### config.mk
export PLATFORM = sky130hd
export DESIGN_NAME = sc_refill_arbiter
export DESIGN_NICKNAME = d
export VERILOG_FILES = /design/src/rtl/sc_refill_arbiter.sv
export SDC_FILE = /design/constraint.sdc
export NUM_CORES = 1
export LEC_CHECK = 0
export CAP_MARGIN = 40
export CORE_MARGIN = 1.5
export CORE_UTILIZATION = 41
export CTS_CLUSTER_DIAMETER = 30
export DETAILED_ROUTE_END_ITERATION = 6
export GPL_ROUTABILITY_DRIVEN = 0
export PLACE_DENSITY_LB_ADDON = 0.3
export RECOVER_POWER = 100
export SLEW_MARGIN = 30
export SYNTH_ARGS = -nofsm -noshare
export SYNTH_HDL_FRONTEND = slang
export SYNTH_SLANG_ARGS = --single-unit
export TNS_END_PERCENT = 100
### constraint.sdc
create_clock -name clk -period 3.3 [get_ports clk]
set_input_delay 0.33 -clock clk [delete_from_list [all_inputs] [get_ports clk]]
set_output_delay 0.33 -clock clk [all_outputs]
set_load 0.01 [all_outputs]
### src/rtl/sc_refill_arbiter.sv
// sc_refill_arbiter: shares one AXI4 read master between I-cache and D-cache line refills
// Ports: clk, rst (async, active-high); i_*/d_* request side (req/addr in, gnt pulse out)
// and return side (rvalid/rlast/rerr out); rdata_o shared beat data; m_axi_ar* / m_axi_r*
// AXI4 read address and data channels; busy_o high whenever a refill is in flight.
module sc_refill_arbiter #(
    parameter int ADDR_WIDTH = 32,
    parameter int DATA_WIDTH = 32,
    parameter int LINE_WORDS = 4
) (
    input  logic                  clk,
    input  logic                  rst,
    input  logic                  i_req_i,
    input  logic [ADDR_WIDTH-1:0] i_addr_i,
    output logic                  i_gnt_o,
    output logic                  i_rvalid_o,
    output logic                  i_rlast_o,
    output logic                  i_rerr_o,
    input  logic                  d_req_i,
    input  logic [ADDR_WIDTH-1:0] d_addr_i,
    output logic                  d_gnt_o,
    output logic                  d_rvalid_o,
    output logic                  d_rlast_o,
    output logic                  d_rerr_o,
    output logic [DATA_WIDTH-1:0] rdata_o,
    output logic [ADDR_WIDTH-1:0] m_axi_araddr,
    output logic [7:0]            m_axi_arlen,
    output logic [2:0]            m_axi_arsize,
    output logic [1:0]            m_axi_arburst,
    output logic                  m_axi_arvalid,
    input  logic                  m_axi_arready,
    input  logic [DATA_WIDTH-1:0] m_axi_rdata,
    input  logic [1:0]            m_axi_rresp,
    input  logic                  m_axi_rlast,
    input  logic                  m_axi_rvalid,
    output logic                  m_axi_rready,
    output logic                  busy_o
);
    localparam int CW = $clog2(LINE_WORDS);
    localparam logic [ADDR_WIDTH-1:0] LINE_MASK = ADDR_WIDTH'(LINE_WORDS * DATA_WIDTH / 8 - 1);

    typedef enum logic [1:0] {IDLE, ADDR, DATA} state_t;

    state_t                state_q, state_d;
    logic                  owner_q, owner_d;
    logic                  rr_q, rr_d;
    logic [CW-1:0]         cnt_q, cnt_d;
    logic [ADDR_WIDTH-1:0] araddr_q, araddr_d;
    logic [DATA_WIDTH-1:0] rdata_q, rdata_d;
    logic                  arvalid_q, arvalid_d;
    logic                  rready_q, rready_d;
    logic                  gnt_q, gnt_d;
    logic                  rvalid_q, rvalid_d;
    logic                  rlast_q, rlast_d;
    logic                  rerr_q, rerr_d;
    logic                  pick, cnt_end, beat;

    // owner / rr encoding: 0 = I-cache, 1 = D-cache
    assign pick    = (i_req_i & d_req_i) ? rr_q : d_req_i;
    assign cnt_end = cnt_q == CW'(LINE_WORDS - 1);
    assign beat    = m_axi_rvalid & rready_q;

    always_comb begin
        state_d   = state_q;
        owner_d   = owner_q;
        rr_d      = rr_q;
        cnt_d     = cnt_q;
        araddr_d  = araddr_q;
        rdata_d   = rdata_q;
        arvalid_d = arvalid_q;
        rready_d  = rready_q;
        gnt_d     = 1'b0;
        rvalid_d  = 1'b0;
        rlast_d   = 1'b0;
        rerr_d    = 1'b0;
        case (state_q)
            IDLE: if (i_req_i | d_req_i) begin
                state_d   = ADDR;
                owner_d   = pick;
                gnt_d     = 1'b1;
                arvalid_d = 1'b1;
                araddr_d  = (pick ? d_addr_i : i_addr_i) & ~LINE_MASK;
            end
            ADDR: if (m_axi_arready) begin
                state_d   = DATA;
                arvalid_d = 1'b0;
                rready_d  = 1'b1;
            end
            DATA: if (beat) begin
                rvalid_d = 1'b1;
                rdata_d  = m_axi_rdata;
                cnt_d    = cnt_q + CW'(1);
                // an early rlast terminates the burst; a missing one is flagged but still ends it
                rlast_d  = cnt_end | m_axi_rlast;
                rerr_d   = (m_axi_rresp != 2'b00) | (m_axi_rlast != cnt_end);
                if (cnt_end | m_axi_rlast) begin
                    state_d  = IDLE;
                    cnt_d    = '0;
                    rready_d = 1'b0;
                    rr_d     = ~owner_q;
                end
            end
            default: state_d = IDLE;
        endcase
    end

    always_ff @(posedge clk or posedge rst) begin
        if (rst) begin
            state_q   <= IDLE;
            owner_q   <= 1'b0;
            rr_q      <= 1'b0;
            cnt_q     <= '0;
            araddr_q  <= '0;
            rdata_q   <= '0;
            arvalid_q <= 1'b0;
            rready_q  <= 1'b0;
            gnt_q     <= 1'b0;
            rvalid_q  <= 1'b0;
            rlast_q   <= 1'b0;
            rerr_q    <= 1'b0;
        end else begin
            state_q   <= state_d;
            owner_q   <= owner_d;
            rr_q      <= rr_d;
            cnt_q     <= cnt_d;
            araddr_q  <= araddr_d;
            rdata_q   <= rdata_d;
            arvalid_q <= arvalid_d;
            rready_q  <= rready_d;
            gnt_q     <= gnt_d;
            rvalid_q  <= rvalid_d;
            rlast_q   <= rlast_d;
            rerr_q    <= rerr_d;
        end
    end

    // owner_q only changes on a grant edge, which also clears the previous beat flags
    assign i_gnt_o       = gnt_q & ~owner_q;
    assign d_gnt_o       = gnt_q & owner_q;
    assign i_rvalid_o    = rvalid_q & ~owner_q;
    assign d_rvalid_o    = rvalid_q & owner_q;
    assign i_rlast_o     = rlast_q & ~owner_q;
    assign d_rlast_o     = rlast_q & owner_q;
    assign i_rerr_o      = rerr_q & ~owner_q;
    assign d_rerr_o      = rerr_q & owner_q;
    assign rdata_o       = rdata_q;
    assign m_axi_araddr  = araddr_q;
    assign m_axi_arlen   = 8'(LINE_WORDS - 1);
    assign m_axi_arsize  = 3'($clog2(DATA_WIDTH / 8));
    assign m_axi_arburst = 2'b01;
    assign m_axi_arvalid = arvalid_q;
    assign m_axi_rready  = rready_q;
    assign busy_o        = state_q != IDLE;
endmodule
After elaboration in Yosys (flattened, before gate mapping)
Cells that the tools add are included.
{"block": "word_totals", "regBits": 72, "inputBits": 105, "output_inout_bits": 88, "wordCells": 69}
{"block": "classes", "add_sub_neg": 1, "eq_ne": 8, "n_mux": 23, "bitwise_logic": 14, "reduce_logical": 11}
{"cell": "two-way mux 32 bit", "count": 1}
{"cell": "two-way mux 1 bit", "count": 14}
{"cell": "bitwise AND 1 bit", "count": 10}
{"cell": "two-way mux 2 bit", "count": 5}
{"cell": "inequality test 2 bit, second input constant", "count": 4}
{"cell": "AND reduction 4 bit", "count": 2}
{"cell": "nonzero test 2 bit", "count": 4}
{"cell": "case mux 2 bit (3 select lines)", "count": 1}
{"cell": "AND reduction 3 bit", "count": 2}
{"cell": "== test 2 bit, second input constant", "count": 2}
{"cell": "case mux 1 bit (2 select lines)", "count": 2}
{"cell": "AND reduction 2 bit", "count": 2}
{"cell": "bitwise OR 1 bit", "count": 3}
{"cell": "adder 2 x 1 -> 2 bit, second input constant", "count": 1}
{"cell": "== test 2 x 1 -> 1 bit, second input constant", "count": 1}
{"cell": "logical NOT 2 bit", "count": 1}
{"cell": "inequality test 1 bit", "count": 1}
{"cell": "inverter 1 bit", "count": 1}

Longest topological paths before layout
Gate-level depths: netlist of run 1.
{"block": "depth", "ltp_word": 5, "depth_mapped": 6}

Worst setup path before layout of run 1
No wires, ideal clock.
{"block": "synth_path", "path_type": "register -> output", "start": "register state_q[1]", "end": "output port busy_o", "arrival_ns": 1.012, "t_required_ns": 2.970, "slack_ns": 1.958, "stages_incl_launch_ff": 4, "n_path_buf": 1, "cell_sequence": "dfrtp_1 > nor2_2 > clkbuf_1 > inv_1"}
{"block": "synth_between", "elab_chain_cells": 1}
{"item": "start: declaration", "line": "43", "rtl": "state_t state_q, state_d;"}
{"item": "start signal: assignment", "line": "121", "rtl": "state_q <= state_d;"}
{"item": "nonzero test 2 bit", "line": "152", "rtl": "assign busy_o = state_q != IDLE;"}
{"item": "end: declaration", "line": "36", "rtl": "output logic busy_o"}
No other way between the ends.

Final worst setup path of run 1
Ends and elaborated chain as after synthesis.

==> results of run 1 <==
==> how the worst min path moves through the flow <==
stage / from / to / slack [ps] / cells past startpoint
CTS: rst / rdata_o[21]$_DFFE_PP0P_ / 450 / 2
detailed placement: rdata_o[14]$_DFFE_PP0P_ / rdata_o[14]$_DFFE_PP0P_ / 480 / 1
global route: rst / rdata_o[21]$_DFFE_PP0P_ / 350 / 2
floorplan: m_axi_arready / state_q[0]$_DFFE_PP0P_ / 440 / 1
global placement: cnt_q[1]$_DFFE_PP0P_ / cnt_q[1]$_DFFE_PP0P_ / 470 / 2
finish: rst / rdata_o[21]$_DFFE_PP0P_ / 350 / 2
==> power breakdown <==
| part | switching, mW | leakage [nW] | internal (mW) |
|---|---|---|---|
| Clock | 0.333 | 0.102 | 0.427 |
| Sequential | 0.231 | 0.850 | 1.31 |
| Combinational | 0.864 | 1.24 | 0.978 |
==> through the flow <==
step                utilization, %  std cells  worst slack, ps  cell area (um2)  hold WS [ps]
finish                       66.85        572            575.9             5192         349.0
global placement             63.90        555             1084             4964         470.0
global route                 66.85        572            480.3             5192         351.0
detailed placement           64.13        556             1130             4981         481.0
floorplan                        -        321             1145             3369         437.3
CTS                          66.91        571            913.3             5197         445.8
==> state kept, by name (all words and copies together), names as in the netlist <==
name,count
cnt_q,2
gnt_q,1
m_axi_araddr,28
m_axi_arvalid,1
m_axi_rready,1
owner_q,1
rdata_o,32
rerr_q,1
rlast_q,1
rr_q,1
rvalid_q,1
state_q,2
==> placed cells by master, fill, tap and decap left out, types with 6 or more instances in the layout <==
cell,count
sky130_fd_sc_hd__clkdlybuf4s50_1,95
sky130_fd_sc_hd__dfrtp_1,72
sky130_fd_sc_hd__dlygate4sd3_1,72
sky130_fd_sc_hd__mux2_1,31
sky130_fd_sc_hd__o21ai_0,31
sky130_fd_sc_hd__nand3_1,28
sky130_fd_sc_hd__a21oi_1,28
sky130_fd_sc_hd__a31oi_1,28
sky130_fd_sc_hd__conb_1,17
sky130_fd_sc_hd__clkbuf_8,9
sky130_fd_sc_hd__inv_1,8
sky130_fd_sc_hd__nand2_1,6
==> cells by family (layout without fill, tap and decap cells) <==
logic type / after synthesis / after routing / synth area share [%]
buffers and inverters: 49 / 198 / 8.837
adder cells (fa/ha/maj): 2 / 2 / 0.7552
other: 2 / 17 / 0.2267
flip-flops: 72 / 72 / 54.38
multiplexers: 32 / 32 / 10.99
AO/OA/AOI/OAI: 94 / 94 / 15.60
AND/OR/NAND/NOR: 55 / 55 / 9.214
==> worst register-to-register path, stage by stage (launching register included) <==
cell	delay (ps)
sky130_fd_sc_hd__dfrtp_1	470
sky130_fd_sc_hd__nor2_1	650
sky130_fd_sc_hd__buf_4	300
sky130_fd_sc_hd__nand2_1	130
sky130_fd_sc_hd__inv_1	310
sky130_fd_sc_hd__buf_8	220
sky130_fd_sc_hd__a31oi_1	110
==> routing by layer <==
layer  part of all wire (%)  wire length [um]
met2                     48              4205
met5                      0                 0
met3                    9.3               804
met1                     40              3511
met4                    1.8               155
==> cell type report <==
class / instances / area [um2] / area share, %
Sequential cell: 72 / 1802 / 34.70
Timing Repair Buffer: 175 / 1748 / 33.66
Multi-Input combinational cell: 200 / 1269 / 24.43
Tap cell: 102 / 127.6 / 2.458
Clock buffer: 9 / 123.9 / 2.386
Clock inverter: 6 / 92.59 / 1.783
Inverter: 8 / 30.03 / 0.5783
==> results.txt, run 1 <==
The level count of the clock H-tree is 3. Setup repair after global routing left no endpoint under its margin. The source of the worst register-to-register timing path is state_q[1]$_DFFE_PP0P_. The clock-pin slew on the worst setup and hold paths is 80 ps. The starting density of the core came out at 42.65%. The sum of negative setup slack is 0 ps.

The final critical-path share of the clock period is 82.55%. The total clock buffers created by CTS came out at 9. The pin count of the biggest net entering global routing came out at 42. The worst setup path is captured at a primary output.

The mapped cell area came out at 3313 um2. The number of setup violations in the final report came out at 0. The count of nets left with antenna violations once routing finished came out at 0. The flow ran to the end, but the final reports show violations. The area of the core came out at 7767 um2. The clock sink count is 72. The number of global-route vias before repair is 2769.

In the post-synthesis netlist, the biggest area contributors are sky130_fd_sc_hd__dfrtp_1 (54%), sky130_fd_sc_hd__mux2_1 (10%), sky130_fd_sc_hd__a31oi_1 (5.3%), sky130_fd_sc_hd__o21ai_0 (4.5%), sky130_fd_sc_hd__a21oi_1 (4.2%). The relative max-transition margin came out at -5.115%. The clock tree from TritonCTS is built.

sky130_fd_sc_hd__dfrtp_1 is the most common cell in the netlist. The die boundary height came out at 92.90 um. Across the run, the number of max-cap violations was 1. The share of the Yosys chip area taken by registers is 54.38%.

The critical path starts at state_q[1]$_DFFE_PP0P_. After the first detailed-routing iteration, the DRC count stood at 77. After synthesis the netlist holds a flip-flop and latch count of 72. The maximum operating frequency is 0.3671 GHz. For the pin with the worst max-slew slack, the measured transition is 1577 ps. In this run the number of cells on the critical path is 4.

The Yosys step of the flow raised 0 warnings. In this run the critical register-to-register path is captured at m_axi_araddr[18]$_DFFE_PP0P_. The register-to-register path setup slack came out at 970 ps. The count of final max-slew check failures came out at 29. Of all cell types, the one taking the most synthesized area is sky130_fd_sc_hd__dfrtp_1.

The count of port buffers added during placement is 167. Row generation in the floorplan step produced 32 rows. In the final routed layout, each cell accounts on average for 15.17 um. The number of buffers between clock root and the deepest sink is 2.

The share of the synthesized area in the top cell type came out at 54.38%. The fraction of met3 tracks used by global routing is 6.158%. The depth of the most critical reg-to-reg path is 6. The required time of the critical path is 2970 ps. STA classifies the critical path startpoint as a register.

The total power is 4.141 mW. The area of the die came out at 8629 um2. The static leakage came out at 2.191 nW.

Among cell families on the critical path, the largest total delay comes from buffers and inverters. The count of buffering cells on the critical path with inverters included is 3. The via count normalized by instance count is 5.024.

Synthesis produced 306 cells. The die is 92.90 um wide. For met2 alone, demand over resource in global routing was 33.52%. The synthesized design contains 0 enable-type register cells. The delay contributed by the slowest stage of the critical path is 650 ps. The layout cell share with drive strength beyond 1 came out at 5.319%. The number of DRC violations after detailed routing came out at 0. The power per standard cell area is 797.5 nW/um2.

For the final database, setup skew stands at 6.235 ps. The number of inserted diodes came out at 0. The count of boundary I/O pins is 193.

In the synthesized netlist the dominant register cell turns out to be sky130_fd_sc_hd__dfrtp_1. A synthesized cell averages 10.83 um2. The number of hold violations in the final report came out at 0. The tightest min-delay check is of the in -> async type. After synthesis, the share of flip-flops with an asynchronous set or reset is 100.0%. The slowest stage of the critical path belongs to the cell sky130_fd_sc_hd__nor2_1. The global routing stage identified its most utilized layer as met2. The routed layout has 2874 vias. In the synthesized netlist, the cells that appear most often are sky130_fd_sc_hd__dfrtp_1 (72), sky130_fd_sc_hd__mux2_1 (30), sky130_fd_sc_hd__o21ai_0 (30).

The overall routing resource usage is 20.15%. The path type of the worst setup path is reg -> out. The filler cell count in the final layout came out at 619. The critical path goes through nor2_1 -> buf_4 -> inv_1 -> dlygate4sd3_1. The placed wire-length estimate came out at 6277 um. The highest net fanout along the worst path came out at 10. Compared with the post-synthesis result, the final layout area differs by 56.72%. The leftover overflow at the end of global routing is 0. The worst-case IR drop observed on VDD is 0.0003839 V. The met1 usage is 24.37%.

The first-pass GRT wire length came out at 13560 um. The latest clock arrival within the worst-skew pair is 330 ps. The post-layout minimum cycle time came out at 2724 ps. The tree is rooted in a sky130_fd_sc_hd__clkbuf_8. The number of antenna violations at the first check in global routing came out at 0. The final reports fail on capacitance limit, slew limit. The capturing element of the worst setup path is busy_o.

The total iterations of the first detailed-routing run came out at 4. The distinct cell type count of the synthesized netlist came out at 30. The total setup buffers inserted after CTS came out at 0. The arrival time reported for the critical path endpoint is 2390 ps. The net count reported at finish came out at 573. The routed design has 8676 um of wire. The number of instances resized during post-cts repair came out at 0. In this run, post-CTS hold repair placed 0 buffers.
No activity file was read; power rests on OpenSTA's default activity.
==> inputs of run 2 (changes only) <==
CORE_UTILIZATION = 38   (was 41)
clock period = 2.7 ns   (was 3.3 ns; I/O delays follow)
==> run 2 against run 1 <==
The run still ends with capacitance limit, slew limit left; critical path depth is 1 lower; count of clock-buffer cells in the layout is 3 higher; total power is 20% higher; non-clock buffer count stayed put; combinational power is 21% higher; largest cell class unchanged; largest power group unchanged; highest routed layer unchanged.
==> results.txt, run 2 (synthesis results as in run 1) <==
The flow ran to the end, but the final reports show violations. The final reports fail on capacitance limit, slew limit. For the worst-skew pair, the clock arrives at the later sink with an insertion delay of 340 ps. The via count normalized by instance count came out at 5.003. The tightest hold path in the finished design has a slack of 486.2 ps. The library cell used most frequently in the layout, excluding fill and tap cells, is sky130_fd_sc_hd__clkdlybuf4s50_1.

The register-to-register path setup slack is 490 ps. The floorplan step set the die width to 96.38 um. The layout cell share with drive strength beyond 1 is 5.319%. Counting cells, the worst reg-to-reg path comes to 5. Once placement finished, the instance area stood at 4972 um2. The type of the tightest min-delay check is reg -> reg. The root buffer cell chosen for the clock tree is sky130_fd_sc_hd__clkbuf_8. The sum of negative setup slack is 0 ps.

The pin count of the biggest net entering global routing came out at 42. The worst supply voltage drop on vdd is 0.0004097 V. The arrival time reported for the critical path endpoint came out at 2030 ps. The number of antenna violations at the first check in global routing is 0.

The first-pass GRT wire length is 13410 um. The clock-pin slew on the worst setup and hold paths came out at 70 ps. Data on the critical path is required at its endpoint by 2430 ps.

The HPWL after detailed placement is 6461 um. The leftover overflow at the end of global routing came out at 0. Across every metal layer, demand over resource in global routing totals 19.48%. The number of buffers between clock root and the deepest sink came out at 2.

In the routed design, unresolved DRC markers number 0. The clock sink count is 72. Gates resized during post-CTS repair numbered 0.

Counting instances, the worst hold path has a depth of 1. The detailed router finished its first iteration with 82 violations. In the layout the commonest cells are sky130_fd_sc_hd__clkdlybuf4s50_1 (97), sky130_fd_sc_hd__dfrtp_1 (72), sky130_fd_sc_hd__dlygate4sd3_1 (70). The area of the die is 9288 um2. In this run the power density over the cells is 966.6 nW/um2. For this configuration, the core starts out at a cell density of 39.72%. The worst setup path is captured at a primary output. The die boundary height is 96.38 um. The final standard cell area without fillers is 5159 um2. The worst setup slack after placement came out at 561.4 ps.

Setup violations remaining at the end of the flow were counted as 0. The count of vias placed by the detailed router came out at 2877. At the end of the flow, the number of nets in the layout was 573. The count of port buffers added during placement is 167. The worst-case hold path end point is rdata_o[20]$_DFFE_PP0P_. In this run the most critical hold path is launched from rdata_o[20]$_DFFE_PP0P_.

The area of the core is 8341 um2. Setup repair after global routing left no endpoint under its margin. The number of inserted diodes came out at 0. In this run, CTS created clock tree buffers numbering 9. The standard-cell row count came out at 33. The number of maximum-capacitance violations came out at 1.

Static timing analysis puts the maximum clock frequency at 0.4348 GHz. The count of final max-slew check failures came out at 34. The number of hold buffers added after CTS was 0. Pin placement for this block handled 193 I/O pins. The worst setup path is launched from a register. The level count of the clock H-tree came out at 3.

The worst-case setup margin in the final layout came out at 400.2 ps. The worst-margin pin slew came out at 1767 ps. The clock tree from TritonCTS is built.

The layout-stage area growth over the synthesis result is 55.70%. The final antenna-violating net count is 0. The total setup buffers inserted after CTS came out at 0. The total length of routed wires came out at 9033 um. The relative max-transition margin came out at -17.78%. In this run the static leakage power is 2.176 nW. The endpoint identified for the worst register-to-register timing path is m_axi_araddr[15]$_DFFE_PP0P_. The total iterations of the first detailed-routing run came out at 4. The filler cell count in the final layout is 696. The worst register-to-register path begins at state_q[1]$_DFFE_PP0P_. The number of global-route vias before repair came to 2734.

The number of flip-flops in the largest register is 32. Of all nets on the critical path, the largest fanout is 12. The critical path is of the reg -> out type. After layout, the minimum clock period comes to 2300 ps. The average detailed-routed wire length per instance came out at 15.71 um. The number of hold violations in the final report is 0.

The clock tree skew after final layout came out at 7.030 ps. The final critical-path share of the clock period came out at 85.18%.
-- run 2: cell types whose count changed in the layout (fill, tap and decap cells not counted), moves of 2 or more --
cell	before	now
sky130_fd_sc_hd__dlygate4sd3_1	72	70
sky130_fd_sc_hd__clkbuf_8	9	12
sky130_fd_sc_hd__clkinv_2	0	2
sky130_fd_sc_hd__clkdlybuf4s50_1	95	97
sky130_fd_sc_hd__clkinvlp_4	2	0
sky130_fd_sc_hd__clkbuf_2	0	2
sky130_fd_sc_hd__and2_1	4	2
sky130_fd_sc_hd__and2_0	0	2
sky130_fd_sc_hd__inv_6	2	0
-- run 2: through the flow --
step | power [mW] | instances | utilization (%)
2_1_floorplan | 3.021 | 321 | -
3_3_place_gp | 4.307 | 560 | 59.62
3_5_place_dp | 4.401 | 560 | 59.62
4_1_cts | 5.285 | 575 | 62.08
5_1_grt | 5.380 | 575 | 61.85
6_report | 4.986 | 575 | 61.85
-- run 2: power by group --
group          leakage, nW  internal (mW)  switching (mW)
clock                0.108          0.494           0.377
combinational         1.22           1.17            1.06
sequential           0.850           1.60           0.292
total                 2.18           3.26            1.73
-- run 2: how the worst max path moves through the flow --
stage	startpoint	endpoint	slack (ps)
final	state_q[1]$_DFFE_PP0P_	busy_o	400
after global routing	state_q[1]$_DFFE_PP0P_	busy_o	210
after CTS	state_q[1]$_DFFE_PP0P_	busy_o	430
after detailed placement	m_axi_rvalid	rdata_o[2]$_DFFE_PP0P_	560
after global placement	m_axi_rvalid	rdata_o[26]$_DFFE_PP0P_	610
after floorplan	rst	cnt_q[0]$_DFFE_PP0P_	610
-- run 2: area by class of cell --
type	count	area [um2]	share of cell area (%)
clock buffer	12	165.2	3.202
inverter	8	30.03	0.5821
sequential	72	1802	34.93
clock inverter	3	40.04	0.7761
timing repair buffer	175	1719	33.33
multi-input combinational	200	1271	24.64
tap	105	131.4	2.547
-- run 2: worst max-delay path: stages (launching register included) --
cell and delay [ps]:
sky130_fd_sc_hd__dfrtp_1 480, sky130_fd_sc_hd__nor2_2 500, sky130_fd_sc_hd__inv_1 80, sky130_fd_sc_hd__dlygate4sd3_1 630
-- run 2: metal layers --
layer | GRT usage [%] | wire (um) | vias up
met5 | 0 | 0 | -
met4 | 7.609 | 105 | 0
met3 | 7.433 | 936 | 9
met2 | 32.63 | 4285 | 131
met1 | 22.52 | 3705 | 1362
li1 | - | - | 1375
==> inputs of run 3 (changes only) <==
clock period = 2.2 ns   (was 2.7 ns; I/O delays follow)
==> run 3 against run 2 <==
The flow still finishes with violations (capacitance limit, slew limit); via count rose by 1.9%; clock power rose by 15%; sequential power grew 22%; critical path type unchanged; combinational power rose by 24%; sequential share of layout area about the same; first-iteration DRC count increased by 51%; final cell count rose by 0.35%; critical path depth is 1 higher; total power up 22%; utilization is 0.075 points lower.
==> results.txt, run 3 (synthesis results as in run 1) <==
STA classifies the critical path endpoint as a primary output. The tightest min-delay check is of the in -> reg type. The relative max-transition margin came out at -2.937%.

The count of hold-fix buffers inserted at cts came out at 0. The fraction of power spent switching nets came out at 34.97%. The layout cell share with drive strength beyond 1 came out at 5.720%. In this run the most critical hold path is launched from i_addr_i[17]. The internal portion of the total power is 3.943 mW.

After detailed routing, the average wire length per cell comes to 15.26 um. The register with the most flip-flops in the layout has 32 of them. The power dissipated by switching net loads came out at 2.120 mW. The number of buffers between clock root and the deepest sink is 2. In the layout the commonest cells are sky130_fd_sc_hd__clkdlybuf4s50_1 (96), sky130_fd_sc_hd__dfrtp_1 (72), sky130_fd_sc_hd__dlygate4sd3_1 (71). The delay contributed by the slowest stage of the critical path is 480 ps. The area of the die is 9288 um2. The count of boundary I/O pins came out at 193. The number of stages on the worst hold path is 3. The total iterations of the first detailed-routing run is 4.

Detailed routing inserted a total of 2931 vias. The starting DRC count in detailed routing came out at 124. Traced cell by cell, the critical path runs through nor2_2 -> buf_4 -> inv_1 -> clkdlybuf4s50_1. The register-to-register path setup slack came out at 260 ps. The placed wire-length estimate came out at 6314 um. The net count reported at finish came out at 575. Setup violations remaining at the end of the flow were counted as 0. The overall routing resource usage came out at 18.68%. The flow ran to the end, but the final reports show violations. In this run the critical register-to-register path is launched from state_q[0]$_DFFE_PP0P_. The horizontal die dimension came out at 96.38 um. STA classifies the critical path startpoint as a register. Setup repair after global routing left no endpoint under its margin. The finished cells cover 5152 um2. TritonCTS built the clock tree.

In this run, the clock network consumes 16.5% of the power. The number of antenna violations at the first check in global routing is 0. The layout-stage area growth over the synthesis result is 55.51%. The clock-pin slew on the worst setup and hold paths came out at 80 ps. After clock tree synthesis, the repair step resized 0 gates. The later pin in the worst-skew pair is clocked with a latency of 330 ps. The number of hold violations in the final report is 0. The filler cell count in the final layout came out at 725. The floorplan has 33 rows. The count of nets left with antenna violations once routing finished came out at 0. The worst supply voltage drop on vdd is 0.0004601 V. The tree is rooted in a sky130_fd_sc_hd__clkbuf_8. Static timing analysis puts the maximum clock frequency at 0.4943 GHz. After detailed routing, the total wire length is 8807 um. The count of final max-slew check failures came out at 73. The clock net in this run drives a total of 72 sinks. The starting density of the core is 39.72%.

The level count of the clock H-tree is 3. The leftover overflow at the end of global routing came out at 0. The pin count of the biggest net entering global routing is 73. The total power is 6.063 mW.

The launching element of the worst setup path is state_q[1]$_DFFE_PP0P_. Leaving out fill and tap cells, the most frequent cell in the layout is sky130_fd_sc_hd__clkdlybuf4s50_1. The highest net fanout along the worst path came out at 21.

The area of the core is 8341 um2. The clock tree skew after final layout is 6.142 ps. The worst reg2reg path endpoint is rdata_o[13]$_DFFE_PP0P_. The worst hold path terminates at m_axi_araddr[17]$_DFFE_PP0P_. The part of the total power dissipated in combinational logic came out at 45.4%.

The total clock buffers created by CTS is 9. In the finished design, the share of the clock period the worst path needs comes to 91.95%. The repair_antennas step left the layout with diodes totalling 0. The post-layout minimum cycle time came out at 2023 ps. The power per standard cell area is 1177 nW/um2. The slowest stage of the critical path is the sky130_fd_sc_hd__clkdlybuf4s50_1 cell.

The final reports fail on capacitance limit, slew limit. The arrival time reported for the critical path endpoint is 1800 ps. The area after detailed placement is 5020 um2. The critical path is of the reg -> out type. The total setup buffers inserted after CTS came out at 0. The number of global-route vias before repair came out at 2789. The number of maximum-capacitance violations came out at 1.

Registers are responsible for 38.1% of the overall power. The die is 96.38 um tall. Summed over all failing endpoints, the final setup total negative slack is 0 ps. The worst-margin pin slew came out at 1544 ps.

The depth of the most critical reg-to-reg path came out at 3. The static leakage came out at 2.165 nW. The required time of the critical path came out at 1980 ps. Dividing the detail-routed via count by the number of cells gives 5.080. The first-pass GRT wire length is 13300 um.

The number of DRC violations after detailed routing came out at 0. The hold slack came out at 456.0 ps. The utilization after layout came out at 61.78%. During placement, the flow inserted port buffers numbering 167.
-- run 3: through the flow --
step / setup slack [ps] / instances
finish: 177.0 / 577
global route: 36.00 / 577
CTS: 106.2 / 577
detailed placement: 259.0 / 562
global placement: 238.8 / 561
floorplan: 155.1 / 321
-- run 3: how the worst max path moves through the flow --
| stage | end | cells after the start |
|---|---|---|
| after floorplan | cnt_q[0]$_DFFE_PP0P_ | 1 |
| after global placement | m_axi_araddr[6]$_DFFE_PP0P_ | 5 |
| after detailed placement | m_axi_araddr[22]$_DFFE_PP0P_ | 5 |
| after CTS | busy_o | 4 |
| after global routing | m_axi_araddr[16]$_DFFE_PP0P_ | 3 |
| final | busy_o | 4 |
-- run 3: cell type report --
cell class	count	area, um2	area share (%)
clock buffer	9	123.9	2.404
sequential	72	1802	34.97
inverter	8	30.03	0.5828
multi-input combinational	200	1256	24.38
timing repair buffer	177	1748	33.92
clock inverter	6	61.31	1.190
tap	105	131.4	2.550
-- run 3: power by group through the flow --
stage | combinational [mW] | sequential [mW] | clock (mW)
2_1_floorplan | 1.11 | 2.60 | 0
3_3_place_gp | 2.96 | 2.33 | 0
6_report | 2.75 | 2.31 | 1.00
3_5_place_dp | 3.05 | 2.37 | 0
5_1_grt | 3.04 | 2.40 | 1.08
4_1_cts | 3.06 | 2.36 | 1.03
-- run 3: worst max-delay path: cells and delay by family (launching register included) --
kind,cells,cell delay (ps)
DFF,1,460
and+or+nand+nor,1,180
buffers and inverters,3,830
-- run 3: per-layer routing --
metal | global-route usage, % | up-vias | part of all wire [%]
met5 | 0 | - | 0
met4 | 6.159 | 0 | 0.62
met3 | 5.869 | 4 | 11
met2 | 32.34 | 148 | 49
met1 | 21.99 | 1394 | 40
li1 | - | 1385 | -
